[src/rtl/mips_pkg.sv]
// Shared MIPS decode constants and the ID/EX control payload.
//   Opcode and funct encodings, the ALU-control codes and the aluop classes
//   used by decode_exec_unit and alu_core.
package mips_pkg;

  localparam int unsigned OPCODE_W = 6;
  localparam int unsigned FUNCT_W  = 6;
  localparam int unsigned ALUOP_W  = 2;
  localparam int unsigned ALUCTL_W = 4;

  // Main opcodes (instruction [31:26])
  localparam logic [OPCODE_W-1:0] OP_RTYPE = 6'b000000;
  localparam logic [OPCODE_W-1:0] OP_LW    = 6'b100011;
  localparam logic [OPCODE_W-1:0] OP_SW    = 6'b101011;
  localparam logic [OPCODE_W-1:0] OP_ADDI  = 6'b001000;
  localparam logic [OPCODE_W-1:0] OP_BEQ   = 6'b000100;
  localparam logic [OPCODE_W-1:0] OP_BNE   = 6'b000101;
  localparam logic [OPCODE_W-1:0] OP_J     = 6'b000010;

  // R-type funct codes (instruction [5:0])
  localparam logic [FUNCT_W-1:0] FN_ADD  = 6'b100000;
  localparam logic [FUNCT_W-1:0] FN_SUB  = 6'b100010;
  localparam logic [FUNCT_W-1:0] FN_AND  = 6'b100100;
  localparam logic [FUNCT_W-1:0] FN_OR   = 6'b100101;
  localparam logic [FUNCT_W-1:0] FN_SLT  = 6'b101010;
  localparam logic [FUNCT_W-1:0] FN_NOR  = 6'b100111;
  localparam logic [FUNCT_W-1:0] FN_XOR  = 6'b100110;
  localparam logic [FUNCT_W-1:0] FN_ADD3 = 6'b000011;

  // aluop classes produced by the main decoder
  localparam logic [ALUOP_W-1:0] ALUOP_MEM    = 2'b00;
  localparam logic [ALUOP_W-1:0] ALUOP_BRANCH = 2'b01;
  localparam logic [ALUOP_W-1:0] ALUOP_RTYPE  = 2'b10;
  localparam logic [ALUOP_W-1:0] ALUOP_INV    = 2'b11;

  // ALU operation codes
  localparam logic [ALUCTL_W-1:0] ALUCTL_AND  = 4'b0000;
  localparam logic [ALUCTL_W-1:0] ALUCTL_OR   = 4'b0001;
  localparam logic [ALUCTL_W-1:0] ALUCTL_ADD  = 4'b0010;
  localparam logic [ALUCTL_W-1:0] ALUCTL_ADD3 = 4'b0011;
  localparam logic [ALUCTL_W-1:0] ALUCTL_SUB  = 4'b0110;
  localparam logic [ALUCTL_W-1:0] ALUCTL_SLT  = 4'b0111;
  localparam logic [ALUCTL_W-1:0] ALUCTL_NOR  = 4'b1100;
  localparam logic [ALUCTL_W-1:0] ALUCTL_XOR  = 4'b1101;
  localparam logic [ALUCTL_W-1:0] ALUCTL_INV  = 4'b1111;

  // Datapath controls carried through the ID/EX register
  typedef struct packed {
    logic               regdst;
    logic               alusrc;
    logic               memread;
    logic               memwrite;
    logic               memtoreg;
    logic               regwrite;
    logic [ALUOP_W-1:0] aluop;
  } ex_ctrl_t;

  localparam ex_ctrl_t EX_CTRL_NOP = '0;

endpackage

[src/rtl/alu_core.sv]
// Combinational 32-bit ALU.
//   ctl        : ALU operation code (ALUCTL_*)
//   a, b, c    : operands; c is only used by the three-input add
//   out        : result, modulo 2^WIDTH, unknown codes give 0
//   zero       : out == 0
module alu_core
  import mips_pkg::*;
#(
  parameter int unsigned WIDTH = 32
) (
  input  logic [ALUCTL_W-1:0] ctl,
  input  logic [WIDTH-1:0]    a,
  input  logic [WIDTH-1:0]    b,
  input  logic [WIDTH-1:0]    c,
  output logic [WIDTH-1:0]    out,
  output logic                zero
);

  logic lt;

  // Signed compare for slt; sign comes from bit WIDTH-1
  assign lt = $signed(a) < $signed(b);

  always_comb begin
    out = '0;
    case (ctl)
      ALUCTL_AND:  out = a & b;
      ALUCTL_OR:   out = a | b;
      ALUCTL_ADD:  out = a + b;
      ALUCTL_ADD3: out = a + b + c;
      ALUCTL_SUB:  out = a - b;
      ALUCTL_SLT:  out = WIDTH'(lt);
      ALUCTL_NOR:  out = ~(a | b);
      ALUCTL_XOR:  out = a ^ b;
      default:     out = '0;
    endcase
  end

  assign zero = (out == '0);

endmodule

[src/rtl/decode_exec_unit.sv]
// Main control decode, ALU-control decode and ALU for the 5-stage MIPS pipe.
//   clk, rst_n          : clock, async active-low reset
//   stall, flush        : load-use bubble into EX / taken-branch clear
//   opcode, funct       : ID-stage instruction fields
//   a, b, c             : EX operands from the forwarding/alusrc muxes
//   branch_eq/ne, jump  : ID-stage combinational branch/jump decode
//   *_ex                : ID/EX registered controls
//   aluctl_ex, alu_out_ex : EX-stage combinational ALU control and result
//   result_mem, zero_mem  : EX/MEM registered result and zero flag
module decode_exec_unit
  import mips_pkg::*;
#(
  parameter int unsigned WIDTH = 32
) (
  input  logic                clk,
  input  logic                rst_n,
  input  logic                stall,
  input  logic                flush,
  input  logic [OPCODE_W-1:0] opcode,
  input  logic [FUNCT_W-1:0]  funct,
  input  logic [WIDTH-1:0]    a,
  input  logic [WIDTH-1:0]    b,
  input  logic [WIDTH-1:0]    c,
  output logic                branch_eq,
  output logic                branch_ne,
  output logic                jump,
  output logic                regdst_ex,
  output logic                alusrc_ex,
  output logic                memread_ex,
  output logic                memwrite_ex,
  output logic                memtoreg_ex,
  output logic                regwrite_ex,
  output logic [ALUCTL_W-1:0] aluctl_ex,
  output logic [WIDTH-1:0]    alu_out_ex,
  output logic [WIDTH-1:0]    result_mem,
  output logic                zero_mem
);

  ex_ctrl_t           ctrl_id;
  ex_ctrl_t           ctrl_ex;
  logic [FUNCT_W-1:0] funct_ex;
  logic               zero_ex;

  // Main control decode (ID stage)
  always_comb begin
    ctrl_id   = EX_CTRL_NOP;
    branch_eq = 1'b0;
    branch_ne = 1'b0;
    jump      = 1'b0;
    case (opcode)
      OP_RTYPE: begin
        ctrl_id.regdst   = 1'b1;
        ctrl_id.regwrite = 1'b1;
        ctrl_id.aluop    = ALUOP_RTYPE;
      end
      OP_LW: begin
        ctrl_id.alusrc   = 1'b1;
        ctrl_id.memread  = 1'b1;
        ctrl_id.memtoreg = 1'b1;
        ctrl_id.regwrite = 1'b1;
        ctrl_id.aluop    = ALUOP_MEM;
      end
      OP_SW: begin
        ctrl_id.alusrc   = 1'b1;
        ctrl_id.memwrite = 1'b1;
        ctrl_id.aluop    = ALUOP_MEM;
      end
      OP_ADDI: begin
        ctrl_id.alusrc   = 1'b1;
        ctrl_id.regwrite = 1'b1;
        ctrl_id.aluop    = ALUOP_MEM;
      end
      OP_BEQ: begin
        branch_eq     = 1'b1;
        ctrl_id.aluop = ALUOP_BRANCH;
      end
      OP_BNE: begin
        branch_ne     = 1'b1;
        ctrl_id.aluop = ALUOP_BRANCH;
      end
      OP_J: begin
        jump = 1'b1;
      end
      default: begin
        ctrl_id = EX_CTRL_NOP;
      end
    endcase
  end

  // ID/EX register: a stall bubbles the controls but keeps funct
  always_ff @(posedge clk or negedge rst_n) begin
    if (!rst_n) begin
      ctrl_ex  <= EX_CTRL_NOP;
      funct_ex <= '0;
    end else if (flush) begin
      ctrl_ex  <= EX_CTRL_NOP;
      funct_ex <= '0;
    end else if (stall) begin
      ctrl_ex  <= EX_CTRL_NOP;
    end else begin
      ctrl_ex  <= ctrl_id;
      funct_ex <= funct;
    end
  end

  assign regdst_ex   = ctrl_ex.regdst;
  assign alusrc_ex   = ctrl_ex.alusrc;
  assign memread_ex  = ctrl_ex.memread;
  assign memwrite_ex = ctrl_ex.memwrite;
  assign memtoreg_ex = ctrl_ex.memtoreg;
  assign regwrite_ex = ctrl_ex.regwrite;

  // ALU-control decode (EX stage)
  always_comb begin
    aluctl_ex = ALUCTL_INV;
    case (ctrl_ex.aluop)
      ALUOP_MEM:    aluctl_ex = ALUCTL_ADD;
      ALUOP_BRANCH: aluctl_ex = ALUCTL_SUB;
      ALUOP_RTYPE: begin
        case (funct_ex)
          FN_ADD:  aluctl_ex = ALUCTL_ADD;
          FN_SUB:  aluctl_ex = ALUCTL_SUB;
          FN_AND:  aluctl_ex = ALUCTL_AND;
          FN_OR:   aluctl_ex = ALUCTL_OR;
          FN_SLT:  aluctl_ex = ALUCTL_SLT;
          FN_NOR:  aluctl_ex = ALUCTL_NOR;
          FN_XOR:  aluctl_ex = ALUCTL_XOR;
          FN_ADD3: aluctl_ex = ALUCTL_ADD3;
          default: aluctl_ex = ALUCTL_INV;
        endcase
      end
      default:      aluctl_ex = ALUCTL_INV;
    endcase
  end

  alu_core #(
    .WIDTH (WIDTH)
  ) u_alu_core (
    .ctl  (aluctl_ex),
    .a    (a),
    .b    (b),
    .c    (c),
    .out  (alu_out_ex),
    .zero (zero_ex)
  );

  // EX/MEM register: captures every cycle, only flush/reset clear it
  always_ff @(posedge clk or negedge rst_n) begin
    if (!rst_n) begin
      result_mem <= '0;
      zero_mem   <= 1'b0;
    end else if (flush) begin
      result_mem <= '0;
      zero_mem   <= 1'b0;
    end else begin
      result_mem <= alu_out_ex;
      zero_mem   <= zero_ex;
    end
  end

endmodule

[config.mk]
export PLATFORM = sky130hd
export DESIGN_NAME = decode_exec_unit
export DESIGN_NICKNAME = d
export VERILOG_FILES = /design/src/rtl/mips_pkg.sv /design/src/rtl/alu_core.sv /design/src/rtl/decode_exec_unit.sv
export SDC_FILE = /design/constraint.sdc
export NUM_CORES = 1
export LEC_CHECK = 0
export BUFFER_PORTS_ARGS = -buffer_cell sky130_fd_sc_hd__buf_2
export CORE_AREA = 2 2 175 177
export DETAILED_ROUTE_END_ITERATION = 6
export DIE_AREA = 0 0 177 179
export PLACE_DENSITY = 0.5
export SYNTH_ARGS = -nofsm -noshare
export SYNTH_HDL_FRONTEND = slang
export SYNTH_SLANG_ARGS = --single-unit
export TNS_END_PERCENT = 20
[constraint.sdc]
create_clock -name clk -period 7.35 [get_ports clk]
set_input_delay 1.8375 -clock clk [delete_from_list [all_inputs] [get_ports clk]]
set_output_delay 1.8375 -clock clk [all_outputs]
set_load 0.005 [all_outputs]
# --- Word level (Yosys, flattened, before mapping) ---
# Index checks and enable logic that the tools add are counted.
totals:
  ff_bits: 47
  in_bits: 112
  output_inout_bits: 78
  wordCells: 67
op_classes:
  add_sub_neg: 3
  n_lt_le_gt_ge: 1
  n_eq_ne: 24
  mux: 18
  n_bitwise: 4
  reduce_logical: 7
ops:
  columns: ["operator", "n"]
  rows:
  - ["case mux 32 bit (8 select lines)", 1]
  - ["adder 32 bit", 2]
  - ["== test 6 bit (second input constant)", 9]
  - ["AND 32 bit", 1]
  - ["zero test 32 bit", 1]
  - ["< comparator 32 bit", 1]
  - ["2-to-1 mux 32 bit", 1]
  - ["NOT 32 bit", 1]
  - ["OR 32 bit", 1]
  - ["case mux 4 bit (8 select lines)", 1]
  - ["subtractor 32 bit", 1]
  - ["XOR 32 bit", 1]
  - ["2-to-1 mux 8 bit", 2]
  - ["== test 6 x 2 -> 1 bit (second input constant)", 2]
  - ["== test 6 x 3 -> 1 bit (second input constant)", 2]
  - ["2-to-1 mux 6 bit", 2]
  - ["case mux 4 bit (3 select lines)", 1]
  - ["2-to-1 mux 1 bit", 9]
  - ["== test 4 x 2 -> 1 bit (second input constant)", 2]
  - ["== test 4 x 3 -> 1 bit (second input constant)", 2]
  - ["== test 4 bit (second input constant)", 2]
  - ["== test 6 x 4 -> 1 bit (second input constant)", 1]
  - ["zero test 6 bit", 1]
  - ["OR reduction 3 bit", 2]
  - ["8 further kinds", 8]

# --- Logic depth before layout (Yosys ltp) ---
# Gate-level depths: netlist (run 1).
depth:
  word_depth: 7
  depth_mapped: 24
  depth_no_buf: 24

# --- Modules after synthesis ---
# Synthesis (run 1) repeated with hierarchy kept, for this count alone.
unflattened:
  hier_cells: 1370
  area_unflattened_um2: 9954.5
by_module_without_submodules:
  columns: ["module", "instances", "cells_per_inst", "area_each_um2", "seq_area_each_um2"]
  rows:
  - ["alu_core", 1, 1234, 8271.7, 0.0]
  - ["decode_exec_unit", 1, 136, 1682.9, 1126.1]

# --- Least setup slack after synthesis (run 1) ---
# Ideal clock, no wire load.
synth_path:
  path_type: "input port to output port"
  start: "input port a[1]"
  end: "output port alu_out_ex[28]"
  t_arrival_ps: 5635
  t_required_ps: 5512
  path_slack_ps: -122
  stages: 19
  n_path_buf: 0
  path_cell_list: "inv_1 ha_1 a211oi_1 o31ai_1 a211oi_1 a21oi_1 a21oi_1 xnor2_1 ha_1 nand2_1 nor3_2 or4b_4 a211oi_2 or2_2 a2111oi_0 a21oi_1 xnor2_1 o221a_2 inv_1"
synth_between:
  elab_chain_len: 3
  elab_cells_between_ends: 4
  cone_classes: "add/sub (3); mux (1)"
synth_rtl:
  columns: ["item", "line_no", "source"]
  rows:
  - ["start: declaration", "decode_exec_unit.sv:21", "input logic [WIDTH-1:0] a,"]
  - ["adder 32 bit", "alu_core.sv:29, alu_core.sv:30", null]
  - ["adder 32 bit", "alu_core.sv:30", "ALUCTL_ADD3: out = a + b + c;"]
  - ["case mux 32 bit (8 select lines) (*)", "alu_core.sv:26", "case (ctl)"]
  - ["end: declaration", "decode_exec_unit.sv:34", "output logic [WIDTH-1:0] alu_out_ex,"]
# Mark *: on every way between the ends. The rest lies on a longest branch, timed or not.

# --- Worst setup path after layout (run 1) ---
# Ends and elaborated chain as after synthesis.

==> flow_summary.rst, run 1 <==
.. list-table::
   :header-rows: 1

   * - Metric
     - Value
   * - Vias in the first global route
     - 11500
   * - Number of buffers between clock root and the deepest sink
     - 2
   * - Arrival time at the worst endpoint
     - 5800 ps
   * - Horiz. Die Dim
     - 177 µm
   * - Number of buffers inserted during clock tree synthesis
     - 5
   * - Hold-fix buffer count after cts
     - 0
   * - Hold Path Class
     - reg -> reg
   * - Sequential cell area in the final layout
     - 1130 µm²
   * - Synth Cell Area
     - 9660 µm²
   * - Biggest cell delay along the critical path
     - 520 ps
   * - Final WL
     - 44100 µm
   * - Clock transition at the registers of the reported paths
     - 60 ps
   * - Via count
     - 12300
   * - Tightest slew margin relative to the limit
     - 33.4%
   * - Nets
     - 2048
   * - Endpoint type of the worst setup path
     - output port
   * - Unrepaired setup endpoints after global routing
     - yes
   * - Post-detail-place hpwl
     - 35900 µm
   * - Layout-stage area growth over the synthesis result
     - 50.7%
   * - First-pass GRT wire length
     - 66500 µm
   * - Failing checks
     - setup timing
   * - Hold violation total from the final report
     - 0
   * - Number of different library cells in the post-synthesis netlist
     - 93
   * - Buffers & Inverters on Critical Path
     - 5
   * - Crit path max-delay family
     - compound AO/OA/AOI/OAI gates
   * - Power per cell area
     - 153 nW/µm²
   * - Hold WS
     - 645 ps
   * - CP Cell Sequence
     - buf_8 > inv_6 > ha_4 > a211oi_4 > o31ai_4 > a211o_4 > o21a_1 > buf_6 > xnor2_4 > ha_4 > nand2_4 > nor3_4 > or4b_4 > a211oi_4 > or2_4 > a2111oi_4 > a21oi_2 > xnor2_1 > o221a_2 > inv_1 > buf_2
   * - DR vias/cell
     - 5.58
   * - Sequential element share of the synthesized area
     - 11.7%
   * - Worst vdd rail ir drop
     - 104 µV
   * - Layout cells sized above 1
     - 39.5%
   * - Clock insertion delay at the later pin of the skew report
     - 290 ps
   * - Slew at the pin with the worst max-slew slack
     - 983 ps
   * - Height of the die
     - 179 µm
   * - Final Worst Setup Slack
     - -283 ps
   * - Initial core utilization
     - 32.2%
   * - Share of flip-flops with an asynchronous set or reset after synthesis
     - 100%
   * - Critical Path Source Type
     - primary input
   * - Count of mapped cells out of synthesis
     - 1333
   * - Number of violations of the max-capacitance limit
     - 0
   * - Critical Path Fanout Max
     - 4
   * - Most common cell after layout, fill and taps aside
     - sky130_fd_sc_hd__buf_4
   * - Syn nets
     - 1578
   * - Flops & latches, synth
     - 45
   * - Core outline area
     - 30000 µm²
   * - Clock root buffer master
     - sky130_fd_sc_hd__clkbuf_16
   * - Total of endpoints with negative setup slack in the final report
     - 13
   * - H-tree depth
     - 2
   * - Number of remaining DRC errors
     - 0
   * - Number of antenna violations at the first check in global routing
     - 0
   * - Ports
     - 190
   * - Antenna fix cells
     - 0
   * - Status
     - finished, violations left
   * - Number of synthesized flops with an enable pin
     - 0
   * - First drt pass iteration count
     - 6
   * - Total Die Area
     - 31700 µm²
   * - Number of I/O port buffers
     - 189
   * - Area taken by multi-input logic gates
     - 8690 µm²
   * - Max Clock Skew
     - 2.47 ps
   * - Wire length per cell
     - 20.0 µm
   * - Static power due to leakage
     - 6.94 nW
   * - Start-to-end type of the worst setup path
     - in -> out
   * - Highest-count cells in the layout ignoring fill and taps
     - sky130_fd_sc_hd__buf_4, sky130_fd_sc_hd__buf_2, sky130_fd_sc_hd__nor2_1
   * - CTS tree
     - yes
   * - Post-route ant nets
     - 0
   * - Achievable frequency
     - 0.131 GHz
   * - Final critical-path required period
     - 7630 ps
   * - # clock sinks
     - 45
   * - Total Power
     - 0.00222 W
   * - Worst EP required
     - 5510 ps
   * - Starting DRC count in detailed routing
     - 1322
   * - Final critical-path share of the clock period
     - 104%
   * - Number of rows in the core area
     - 64
   * - Cell count after placement
     - 2164
   * - Final count of pins violating max slew
     - 0
   * - Post-synth top flop
     - sky130_fd_sc_hd__dfrtp_1
   * - Average cell area after synthesis
     - 7.25 µm²
   * - Total gr overflow
     - 0
   * - All-layer global routing usage
     - 27.1%
   * - Final total negative setup slack
     - -2300 ps
   * - Routability congestion estimate from global placement
     - 0.959
   * - Crit-path slowest cell
     - sky130_fd_sc_hd__or4b_4
   * - Filler cells
     - 3061
   * - Count of non-filler cells in the finished layout
     - 2200
   * - Synth warnings
     - 0
   * - Largest net degree at the start of global routing
     - 46
[per-layer routing]
layer	track usage (%)	share of wire (%)	wire length, µm
met1	40.7	48	21000
met4	7.16	2.4	1080
met5	0	0	0
met2	40.9	42	18400
met3	2.67	8.2	3610
[worst paths after layout]
path                        startpoint              to  slack [ps]  depth (start not counted)
setup / recovery                  a[1]  alu_out_ex[28]        -280                         21
hold / removal             funct_ex[4]     funct_ex[4]         640                          2
setup reg to reg           funct_ex[1]        zero_mem        2530                         12
hold reg to reg            funct_ex[4]     funct_ex[4]         640                          2
max in group asynchronous        rst_n  result_mem[27]        5050                          1
min in group asynchronous        rst_n     funct_ex[3]        1700                          1
[report_power, final]
group,total [W],leakage [nW],internal (W),switching [W]
registers,0.000281,0.588,0.000272,0.00000988
clock network,0.000229,0.0768,0.000135,0.0000939
logic,0.00171,6.27,0.000826,0.000888
[worst min-delay path: stages, from the launching register on]
cell,delay [ps]
sky130_fd_sc_hd__dfrtp_1,430
sky130_fd_sc_hd__mux2i_1,100
sky130_fd_sc_hd__nor2_1,70
[logic make-up after synthesis]
logic type,synth area share (%)
flip-flops,11.7
XOR/XNOR,5.89
AND/OR/NAND/NOR,20.1
AO/OA/AOI/OAI,34.3
multiplexers,2.51
adder cells (fa/ha/maj),17.5
buffers and inverters,8.07
[layout make-up]
class	count	share of cell area, %
Clock buffer	6	0.954
Clock inverter	2	0.0945
Tap cell	396	3.40
Timing Repair Buffer	532	24.7
Sequential cell	45	7.73
Inverter	130	3.42
Multi-Input combinational cell	1089	59.7
[state kept, by name, indices dropped and copies added, names as in the netlist]
register / flops
alusrc_ex: 1
memwrite_ex: 1
zero_mem: 1
result_mem: 32
ctrl_ex: 2
funct_ex: 6
regwrite_ex: 1
memread_ex: 1
[through the flow]
step | cell area, µm² | util [%] | setup WS [ps]
detailed placement | 13200 | 44.0 | -882
CTS | 14200 | 47.3 | -254
global route | 14600 | 48.5 | -464
floorplan | 9680 | - | -8.82
finish | 14600 | 48.5 | -283
global placement | 13200 | 44.0 | -738
[Yosys cell counts (5+ instances only)]
cell	n	area [µm²]
sky130_fd_sc_hd__nor4_1	17	106
sky130_fd_sc_hd__a32oi_1	6	52.6
sky130_fd_sc_hd__a21boi_0	6	45.0
sky130_fd_sc_hd__a221o_1	10	100
sky130_fd_sc_hd__or3_1	9	56.3
sky130_fd_sc_hd__a21o_1	21	158
sky130_fd_sc_hd__and3_1	12	75.1
sky130_fd_sc_hd__o211ai_1	14	105
sky130_fd_sc_hd__a22oi_1	5	37.5
sky130_fd_sc_hd__o2111ai_1	6	52.6
sky130_fd_sc_hd__dfrtp_1	45	1130
sky130_fd_sc_hd__a211oi_1	24	180
sky130_fd_sc_hd__clkbuf_1	48	180
sky130_fd_sc_hd__o21ai_1	8	40.0
sky130_fd_sc_hd__nand2_1	88	330
sky130_fd_sc_hd__o22ai_1	11	68.8
sky130_fd_sc_hd__nand4_1	16	100
sky130_fd_sc_hd__o31ai_1	11	82.6
sky130_fd_sc_hd__nor3_1	29	145
sky130_fd_sc_hd__xor2_1	10	87.6
sky130_fd_sc_hd__xnor2_1	55	482
sky130_fd_sc_hd__a31o_2	6	52.6
sky130_fd_sc_hd__a2111o_1	5	56.3
sky130_fd_sc_hd__nand2b_1	6	37.5
sky130_fd_sc_hd__buf_2	14	70.1
sky130_fd_sc_hd__mux2i_1	22	220
sky130_fd_sc_hd__a211o_1	8	70.1
sky130_fd_sc_hd__o21a_1	13	97.6
sky130_fd_sc_hd__o21bai_1	11	82.6
sky130_fd_sc_hd__a21oi_1	114	571
sky130_fd_sc_hd__a31oi_1	12	75.1
sky130_fd_sc_hd__o2bb2ai_1	9	78.8
sky130_fd_sc_hd__nor2b_1	32	200
sky130_fd_sc_hd__nand3_1	30	150
sky130_fd_sc_hd__o221ai_1	9	78.8
sky130_fd_sc_hd__o21ai_0	71	355
sky130_fd_sc_hd__nor2_1	133	499
sky130_fd_sc_hd__ha_1	130	1630
sky130_fd_sc_hd__a221oi_1	23	201
sky130_fd_sc_hd__inv_1	126	473
sky130_fd_sc_hd__o31a_1	6	52.6
sky130_fd_sc_hd__a22o_1	11	96.3
[what timing repair did]
item | in CTS | in global routing
setup endpoints to repair | 20 | 22
buffers inserted | 20 | 8
gates resized for setup | 145 | 52
pin swaps | 60 | 47
No activity file was read; power rests on OpenSTA's default activity.
==> inputs of run 2 (changes only) <==
Settings changed: BUFFER_PORTS_ARGS -buffer_cell sky130_fd_sc_hd__buf_2 to -buffer_cell sky130_fd_sc_hd__clkbuf_2.
==> flow_summary.rst, run 2 (same netlist as run 1, synthesis figures left out) <==
.. list-table::
   :header-rows: 1

   * - Metric
     - Value
   * - Initial core utilization
     - 32.2% (unchanged)
   * - Number of antenna violations at the first check in global routing
     - 0 (unchanged)
   * - Crit-path slowest cell
     - sky130_fd_sc_hd__a211o_4 (was sky130_fd_sc_hd__or4b_4)
   * - Hold Path Class
     - reg -> reg (unchanged)
   * - Filler cells
     - 3049 (was 3061)
   * - Switching component of the power
     - 0.000998 W (was 0.000992 W)
   * - Routability congestion estimate from global placement
     - 0.973 (was 0.959)
   * - Post-route ant nets
     - 0 (unchanged)
   * - Number of buffers inserted during clock tree synthesis
     - 5 (unchanged)
   * - Static power due to leakage
     - 6.94 nW (about the same)
   * - Highest-count cells in the layout ignoring fill and taps
     - sky130_fd_sc_hd__buf_4, sky130_fd_sc_hd__clkbuf_2, sky130_fd_sc_hd__nor2_1 (was sky130_fd_sc_hd__buf_4, sky130_fd_sc_hd__buf_2, sky130_fd_sc_hd__nor2_1)
   * - Met2 demand-to-capacity share in global routing
     - 41.2% (was 40.9%)
   * - Slew at the pin with the worst max-slew slack
     - 1030 ps (was 983 ps)
   * - Horiz. Die Dim
     - 177 µm (unchanged)
   * - Total of endpoints with negative setup slack in the final report
     - 13 (unchanged)
   * - Via count
     - 12200 (was 12300)
   * - Unrepaired setup endpoints after global routing
     - yes (unchanged)
   * - Reg-to-reg slack, setup
     - 2590 ps (was 2530 ps)
   * - Max Clock Skew
     - 5.14 ps (was 2.47 ps)
   * - Endpoint type of the worst setup path
     - output port (unchanged)
   * - Ports
     - 190 (unchanged)
   * - # clock sinks
     - 45 (unchanged)
   * - Reg-to-reg critical path endpoint
     - zero_mem (unchanged)
   * - Critical path depth in cells
     - 23 (was 21)
   * - Achievable frequency
     - 0.131 GHz (about the same)
   * - Critical Path Source Type
     - primary input (unchanged)
   * - Worst vdd rail ir drop
     - 102 µV (was 104 µV)
   * - Arrival time at the worst endpoint
     - 5800 ps (about the same)
   * - Cell count of the worst reg-to-reg path
     - 11 (was 12)
   * - Met3 routing resource usage after global routing
     - 1.93% (was 2.67%)
   * - Most common cell after layout, fill and taps aside
     - sky130_fd_sc_hd__buf_4 (unchanged)
   * - Number of remaining DRC errors
     - 1 (was 0)
   * - Clock power frac
     - 11.8% (was 10.3%)
   * - Buffers & Inverters on Critical Path
     - 7 (was 5)
   * - Critical path launch point
     - b[1] (was a[1])
   * - Status
     - finished, violations left (unchanged)
   * - Hold WS
     - 647 ps (was 645 ps)
   * - Number of I/O port buffers
     - 189 (unchanged)
   * - Crit path max-delay family
     - compound AO/OA/AOI/OAI gates (unchanged)
   * - Height of the die
     - 179 µm (unchanged)
   * - Wire length per cell
     - 20.1 µm (was 20.0 µm)
   * - Net Sw Frac
     - 44.2% (was 44.6%)
   * - Number of rows in the core area
     - 64 (unchanged)
   * - Vias in the first global route
     - 11500 (about the same)
   * - Failing checks
     - DRC, setup timing (was setup timing)
   * - Max reg flops
     - 32 (unchanged)
   * - Nets
     - 2044 (was 2048)
   * - Biggest cell delay along the critical path
     - 370 ps (was 520 ps)
   * - Reg-to-reg startpoint
     - funct_ex[1] (unchanged)
   * - Number of violations of the max-capacitance limit
     - 0 (unchanged)
   * - Internal power
     - 0.00126 W (was 0.00123 W)
   * - Layout-stage area growth over the synthesis result
     - 51.2% (was 50.7%)
   * - Clock transition at the registers of the reported paths
     - 60 ps (about the same)
   * - Portion of total power attributed to sequential cells
     - 12.5% (was 12.7%)
   * - Final count of pins violating max slew
     - 0 (unchanged)
   * - Final WL
     - 44100 µm (about the same)
   * - Busiest layer in global routing
     - met2 (unchanged)
   * - Clock root buffer master
     - sky130_fd_sc_hd__clkbuf_16 (unchanged)
   * - Total Die Area
     - 31700 µm² (unchanged)
   * - First-pass GRT wire length
     - 66200 µm (was 66500 µm)
   * - Largest register by flop count
     - result_mem (unchanged)
   * - Largest net degree at the start of global routing
     - 46 (unchanged)
   * - Hold violation total from the final report
     - 0 (unchanged)
   * - Layout cells sized above 1
     - 40.2% (was 39.5%)
   * - Final total negative setup slack
     - -2160 ps (was -2300 ps)
   * - Critical Path End
     - alu_out_ex[30] (was alu_out_ex[28])
   * - All-layer global routing usage
     - 26.9% (was 27.1%)
   * - Critical Path Fanout Max
     - 5 (was 4)
   * - Final Worst Setup Slack
     - -287 ps (was -283 ps)
   * - Power per cell area
     - 155 nW/µm² (was 153 nW/µm²)
   * - Worst EP required
     - 5510 ps (about the same)
   * - Total gr overflow
     - 0 (unchanged)
   * - First drt pass iteration count
     - 7 (was 6)
   * - Start-to-end type of the worst setup path
     - in -> out (unchanged)
   * - Final critical-path share of the clock period
     - 104% (about the same)
   * - Combinational fraction of design power
     - 75.7% (was 77.0%)
   * - Clock insertion delay at the later pin of the skew report
     - 290 ps (about the same)
   * - Largest registers
     - result_mem (32), funct_ex (6), ctrl_ex (2) (unchanged)
   * - Final critical-path required period
     - 7640 ps (was 7630 ps)
   * - Antenna fix cells
     - 0 (unchanged)
   * - CP Cell Sequence
     - buf_8 > inv_4 > ha_4 > a211oi_4 > o31ai_4 > a211o_4 > o21a_4 > nand3b_1 > a31o_2 > xnor2_2 > inv_2 > ha_4 > buf_6 > a21o_1 > a221oi_2 > o21ai_1 > o21ai_1 > nand3_1 > a22o_1 > a221oi_2 > buf_4 > inv_2 > buf_6 (was buf_8 > inv_6 > ha_4 > a211oi_4 > o31ai_4 > a211o_4 > o21a_1 > buf_6 > xnor2_4 > ha_4 > nand2_4 > nor3_4 > or4b_4 > a211oi_4 > or2_4 > a2111oi_4 > a21oi_2 > xnor2_1 > o221a_2 > inv_1 > buf_2)
   * - Tightest slew margin relative to the limit
     - 30.3% (was 33.4%)
   * - Core outline area
     - 30000 µm² (unchanged)
   * - Met1 demand-to-capacity share in global routing
     - 41.0% (was 40.7%)
   * - DR vias/cell
     - 5.56 (was 5.58)
   * - CTS tree
     - yes (unchanged)
   * - Number of buffers between clock root and the deepest sink
     - 2 (unchanged)
   * - Post-detail-place hpwl
     - 36200 µm (was 35900 µm)
   * - Starting DRC count in detailed routing
     - 1109 (was 1322)
   * - H-tree depth
     - 2 (unchanged)
run 2: changes by cell type in the layout (fill, tap and decap cells not counted), sizes merged:
cell / delta
clkinv: -2
bufinv: +1
clkbuf: +180
buf: -184
clkinvlp: +1
run 2: worst min path at each step:
stage,slack (ps),startpoint,end,cells past startpoint
6_report,650,funct_ex[4],funct_ex[4],2
5_1_grt,690,funct_ex[4],funct_ex[4],2
4_1_cts,650,funct_ex[4],funct_ex[4],2
3_5_place_dp,640,funct_ex[4],funct_ex[4],2
3_3_place_gp,630,funct_ex[0],funct_ex[0],2
2_1_floorplan,570,funct_ex[4],funct_ex[4],2
run 2: power groups by stage:
stage	clock network [W]	registers (W)	logic (W)
2_1_floorplan	0	0.000287	0.000756
3_3_place_gp	0	0.000287	0.00145
3_5_place_dp	0	0.000288	0.00145
4_1_cts	0.000272	0.000283	0.00157
5_1_grt	0.000282	0.000285	0.00184
6_report	0.000266	0.000283	0.00171
run 2: layout make-up:
cell class | instances | area, µm² | share of cell area [%]
clock buffer | 6 | 139 | 0.951
clock inverter | 2 | 37.5 | 0.257
inverter | 130 | 495 | 3.39
multi-input combinational | 1089 | 8740 | 59.9
sequential | 45 | 1130 | 7.71
tap | 396 | 495 | 3.39
timing repair buffer | 528 | 3570 | 24.4
run 2: metal layers:
layer	vias to the layer above	share of wire (%)
met5	-	0
met4	0	1.9
met3	52	7.6
met2	547	42
met1	5781	48
li1	5830	-
run 2: worst min-delay path: cells and delay by family (launching register included):
family           cells  cell delay [ps]
DFF                  1              430
muxes                1              100
and+or+nand+nor      1               70
run 2: stage by stage:
stage	util [%]	area (µm²)	power [W]	std cells	worst slack [ps]
2_1_floorplan	-	9680	0.00104	1333	-8.82
3_3_place_gp	44.0	13200	0.00174	2165	-735
3_5_place_dp	44.0	13200	0.00173	2165	-837
4_1_cts	46.7	14000	0.00212	2182	-284
5_1_grt	48.6	14600	0.00241	2196	-441
6_report	48.6	14600	0.00226	2196	-287
run 2: timing repair:
action                     CTS  global route
setup endpoints to repair   21            21
hold buffers                 0             0
setup buffers               10            14
pin swaps                   37            47
gates resized for setup    114           108
gates cloned                 0             0
==> inputs of run 3 (changes only) <==
Settings changed: CORE_AREA 2 2 175 177 to 2 2 155 157, DIE_AREA 0 0 177 179 to 0 0 157 159, PLACE_DENSITY 0.5 to 0.65.
==> flow_summary.rst, run 3 (same netlist as run 1, synthesis figures left out) <==
.. list-table::
   :header-rows: 1

   * - Metric
     - Value
   * - Worst vdd rail ir drop
     - 136 µV (was 102 µV)
   * - Clock insertion delay at the later pin of the skew report
     - 290 ps (about the same)
   * - Number of antenna violations at the first check in global routing
     - 0 (unchanged)
   * - Layout-stage area growth over the synthesis result
     - 48.4% (was 51.2%)
   * - Hold-fix buffer count after cts
     - 0 (unchanged)
   * - Starting DRC count in detailed routing
     - 1236 (was 1109)
   * - Arrival time at the worst endpoint
     - 5850 ps (was 5800 ps)
   * - Cell count of the worst reg-to-reg path
     - 12 (was 11)
   * - Total gr overflow
     - 0 (unchanged)
   * - First drt pass iteration count
     - 5 (was 7)
   * - Total of endpoints with negative setup slack in the final report
     - 12 (was 13)
   * - Count of non-filler cells in the finished layout
     - 2107 (was 2196)
   * - First-pass GRT wire length
     - 65500 µm (was 66200 µm)
   * - Crit-path slowest cell
     - sky130_fd_sc_hd__o311a_1 (was sky130_fd_sc_hd__a211o_4)
   * - Post-detail-place hpwl
     - 34500 µm (was 36200 µm)
   * - Layout cells sized above 1
     - 38.5% (was 40.2%)
   * - Via count
     - 12400 (was 12200)
   * - DR vias/cell
     - 5.87 (was 5.56)
   * - Final WL
     - 43000 µm (was 44100 µm)
   * - Number of buffers between clock root and the deepest sink
     - 2 (unchanged)
   * - Hold violation total from the final report
     - 0 (unchanged)
   * - H-tree depth
     - 2 (unchanged)
   * - Height of the die
     - 159 µm (was 179 µm)
   * - Clock transition at the registers of the reported paths
     - 60 ps (about the same)
   * - Tightest slew margin relative to the limit
     - 29.9% (was 30.3%)
   * - All-layer global routing usage
     - 33.3% (was 26.9%)
   * - Final critical-path required period
     - 7680 ps (was 7640 ps)
   * - Critical Path Source Type
     - primary input (unchanged)
   * - Cell mode on critical path
     - sky130_fd_sc_hd__o21ai_1
   * - Vias in the first global route
     - 11800 (was 11500)
   * - Status
     - finished, violations left (unchanged)
   * - Critical Path Fanout Max
     - 5 (unchanged)
   * - Largest registers
     - result_mem (32), funct_ex (6), ctrl_ex (2) (unchanged)
   * - Failing checks
     - setup timing (was DRC, setup timing)
   * - Horiz. Die Dim
     - 157 µm (was 177 µm)
   * - Power per cell area
     - 159 nW/µm² (was 155 nW/µm²)
   * - Number of buffers inserted during clock tree synthesis
     - 5 (unchanged)
   * - Final count of pins violating max slew
     - 0 (unchanged)
   * - Hold Path Stages
     - 2 (unchanged)
   * - Endpoint type of the worst setup path
     - output port (unchanged)
   * - Wire length per cell
     - 20.4 µm (was 20.1 µm)
   * - Final Worst Setup Slack
     - -333 ps (was -287 ps)
   * - Routability congestion estimate from global placement
     - 1.01 (was 0.973)
   * - CP Cell Sequence
     - clkbuf_2 > buf_4 > ha_2 > o211ai_1 > a21oi_4 > o21ai_1 > and2_4 > o21bai_1 > o311a_1 > o21ai_1 > nor2b_1 > xnor2_1 > ha_1 > a21o_1 > a21oi_2 > o21ai_1 > o21ai_1 > nand3_1 > a22o_1 > a221oi_2 > buf_4 > inv_2 > clkbuf_2 (was buf_8 > inv_4 > ha_4 > a211oi_4 > o31ai_4 > a211o_4 > o21a_4 > nand3b_1 > a31o_2 > xnor2_2 > inv_2 > ha_4 > buf_6 > a21o_1 > a221oi_2 > o21ai_1 > o21ai_1 > nand3_1 > a22o_1 > a221oi_2 > buf_4 > inv_2 > buf_6)
   * - Ports
     - 190 (unchanged)
   * - Cell count after placement
     - 2084 (was 2165)
   * - Number of I/O port buffers
     - 189 (unchanged)
   * - Static power due to leakage
     - 6.87 nW (was 6.94 nW)
   * - Start-to-end type of the worst setup path
     - in -> out (unchanged)
   * - Worst EP required
     - 5510 ps (about the same)
   * - Nets
     - 2032 (was 2044)
   * - Area taken by multi-input logic gates
     - 8640 µm² (was 8740 µm²)
   * - Core outline area
     - 23200 µm² (was 30000 µm²)
   * - Total Power
     - 0.00228 W (was 0.00226 W)
   * - Achievable frequency
     - 0.130 GHz (was 0.131 GHz)
   * - # clock sinks
     - 45 (unchanged)
   * - CTS tree
     - yes (unchanged)
   * - Hold Path Class
     - reg -> reg (unchanged)
   * - Slew at the pin with the worst max-slew slack
     - 1050 ps (was 1030 ps)
   * - Number of violations of the max-capacitance limit
     - 0 (unchanged)
   * - Final critical-path share of the clock period
     - 105% (was 104%)
   * - Antenna fix cells
     - 0 (unchanged)
   * - Total Die Area
     - 25000 µm² (was 31700 µm²)
   * - Most common cell after layout, fill and taps aside
     - sky130_fd_sc_hd__buf_4 (unchanged)
   * - Max Clock Skew
     - 5.27 ps (was 5.14 ps)
   * - Filler cells
     - 2080 (was 3049)
   * - Max reg flops
     - 32 (unchanged)
   * - Number of rows in the core area
     - 56 (was 64)
   * - Largest register by flop count
     - result_mem (unchanged)
   * - Sequential cell area in the final layout
     - 1130 µm² (unchanged)
   * - Highest-count cells in the layout ignoring fill and taps
     - sky130_fd_sc_hd__buf_4, sky130_fd_sc_hd__clkbuf_2, sky130_fd_sc_hd__nor2_1 (unchanged)
   * - Clock root buffer master
     - sky130_fd_sc_hd__clkbuf_16 (unchanged)
   * - Post-route ant nets
     - 0 (unchanged)
   * - Number of remaining DRC errors
     - 0 (was 1)
   * - Largest net degree at the start of global routing
     - 49 (was 46)
   * - Biggest cell delay along the critical path
     - 450 ps (was 370 ps)
   * - Unrepaired setup endpoints after global routing
     - yes (unchanged)
   * - Initial core utilization
     - 41.7% (was 32.2%)
==> run 3: cell count changes in the layout (fill, tap and decap cells not counted), sizes merged <==
cell	delta
inv	+1
bufinv	+1
buf	-16
clkbuf	+3
clkinvlp	-1
==> run 3: critical path, delay by kind of cell <==
| family | cells | cell delay [ps] |
|---|---|---|
| xor gates and xnor gates | 1 | 150 |
| buffers and inverters | 5 | 520 |
| and+or+nand+nor | 3 | 500 |
| adders and majority gates | 2 | 490 |
| AOI/OAI and AO/OA | 12 | 2340 |
==> run 3: final timing paths <==
kind	startpoint	endpoint	slack, ps
setup / recovery	a[3]	alu_out_ex[30]	-330
hold / removal	funct_ex[0]	funct_ex[0]	670
setup reg to reg	funct_ex[1]	zero_mem	2550
hold reg to reg	funct_ex[0]	funct_ex[0]	670
max in group asynchronous	rst_n	funct_ex[4]	4980
min in group asynchronous	rst_n	result_mem[27]	1720
==> run 3: final cells by class <==
class | count | area share [%]
Multi-Input combinational cell | 1089 | 60.3
Sequential cell | 45 | 7.86
Clock inverter | 3 | 0.480
Clock buffer | 5 | 0.873
Inverter | 130 | 3.51
Tap cell | 319 | 2.78
Timing Repair Buffer | 516 | 24.2
==> run 3: layer usage <==
metal | GRT usage (%) | wire (µm)
met1 | 49.5 | 19600
met2 | 50.6 | 18200
met3 | 5.25 | 4260
met4 | 6.71 | 952
met5 | 0 | 0
==> run 3: what timing repair did <==
item                       in CTS  in global routing
gates resized for setup        96                 95
pin swaps                      40                 46
buffers inserted                9                  8
setup endpoints to repair      18                 20
==> run 3: where the power goes <==
part | total [W] | internal [W] | switching (W)
clock network | 0.000289 | 0.000196 | 0.0000931
registers | 0.000283 | 0.000272 | 0.0000109
logic | 0.00171 | 0.000820 | 0.000893
==> run 3: stage by stage <==
stage                     setup slack, ps  TNS [ps]  util [%]  hold slack, ps  instance area (µm²)
after floorplan                     -8.82     -8.82         -             567                 9680
after global placement               -935     -7170      56.4             636                13100
after detailed placement             -886     -8060      56.4             650                13100
after CTS                            -256     -2040      59.6             673                13800
after global routing                 -495     -3860      61.8             726                14300
final                                -333     -1980      61.8             668                14300
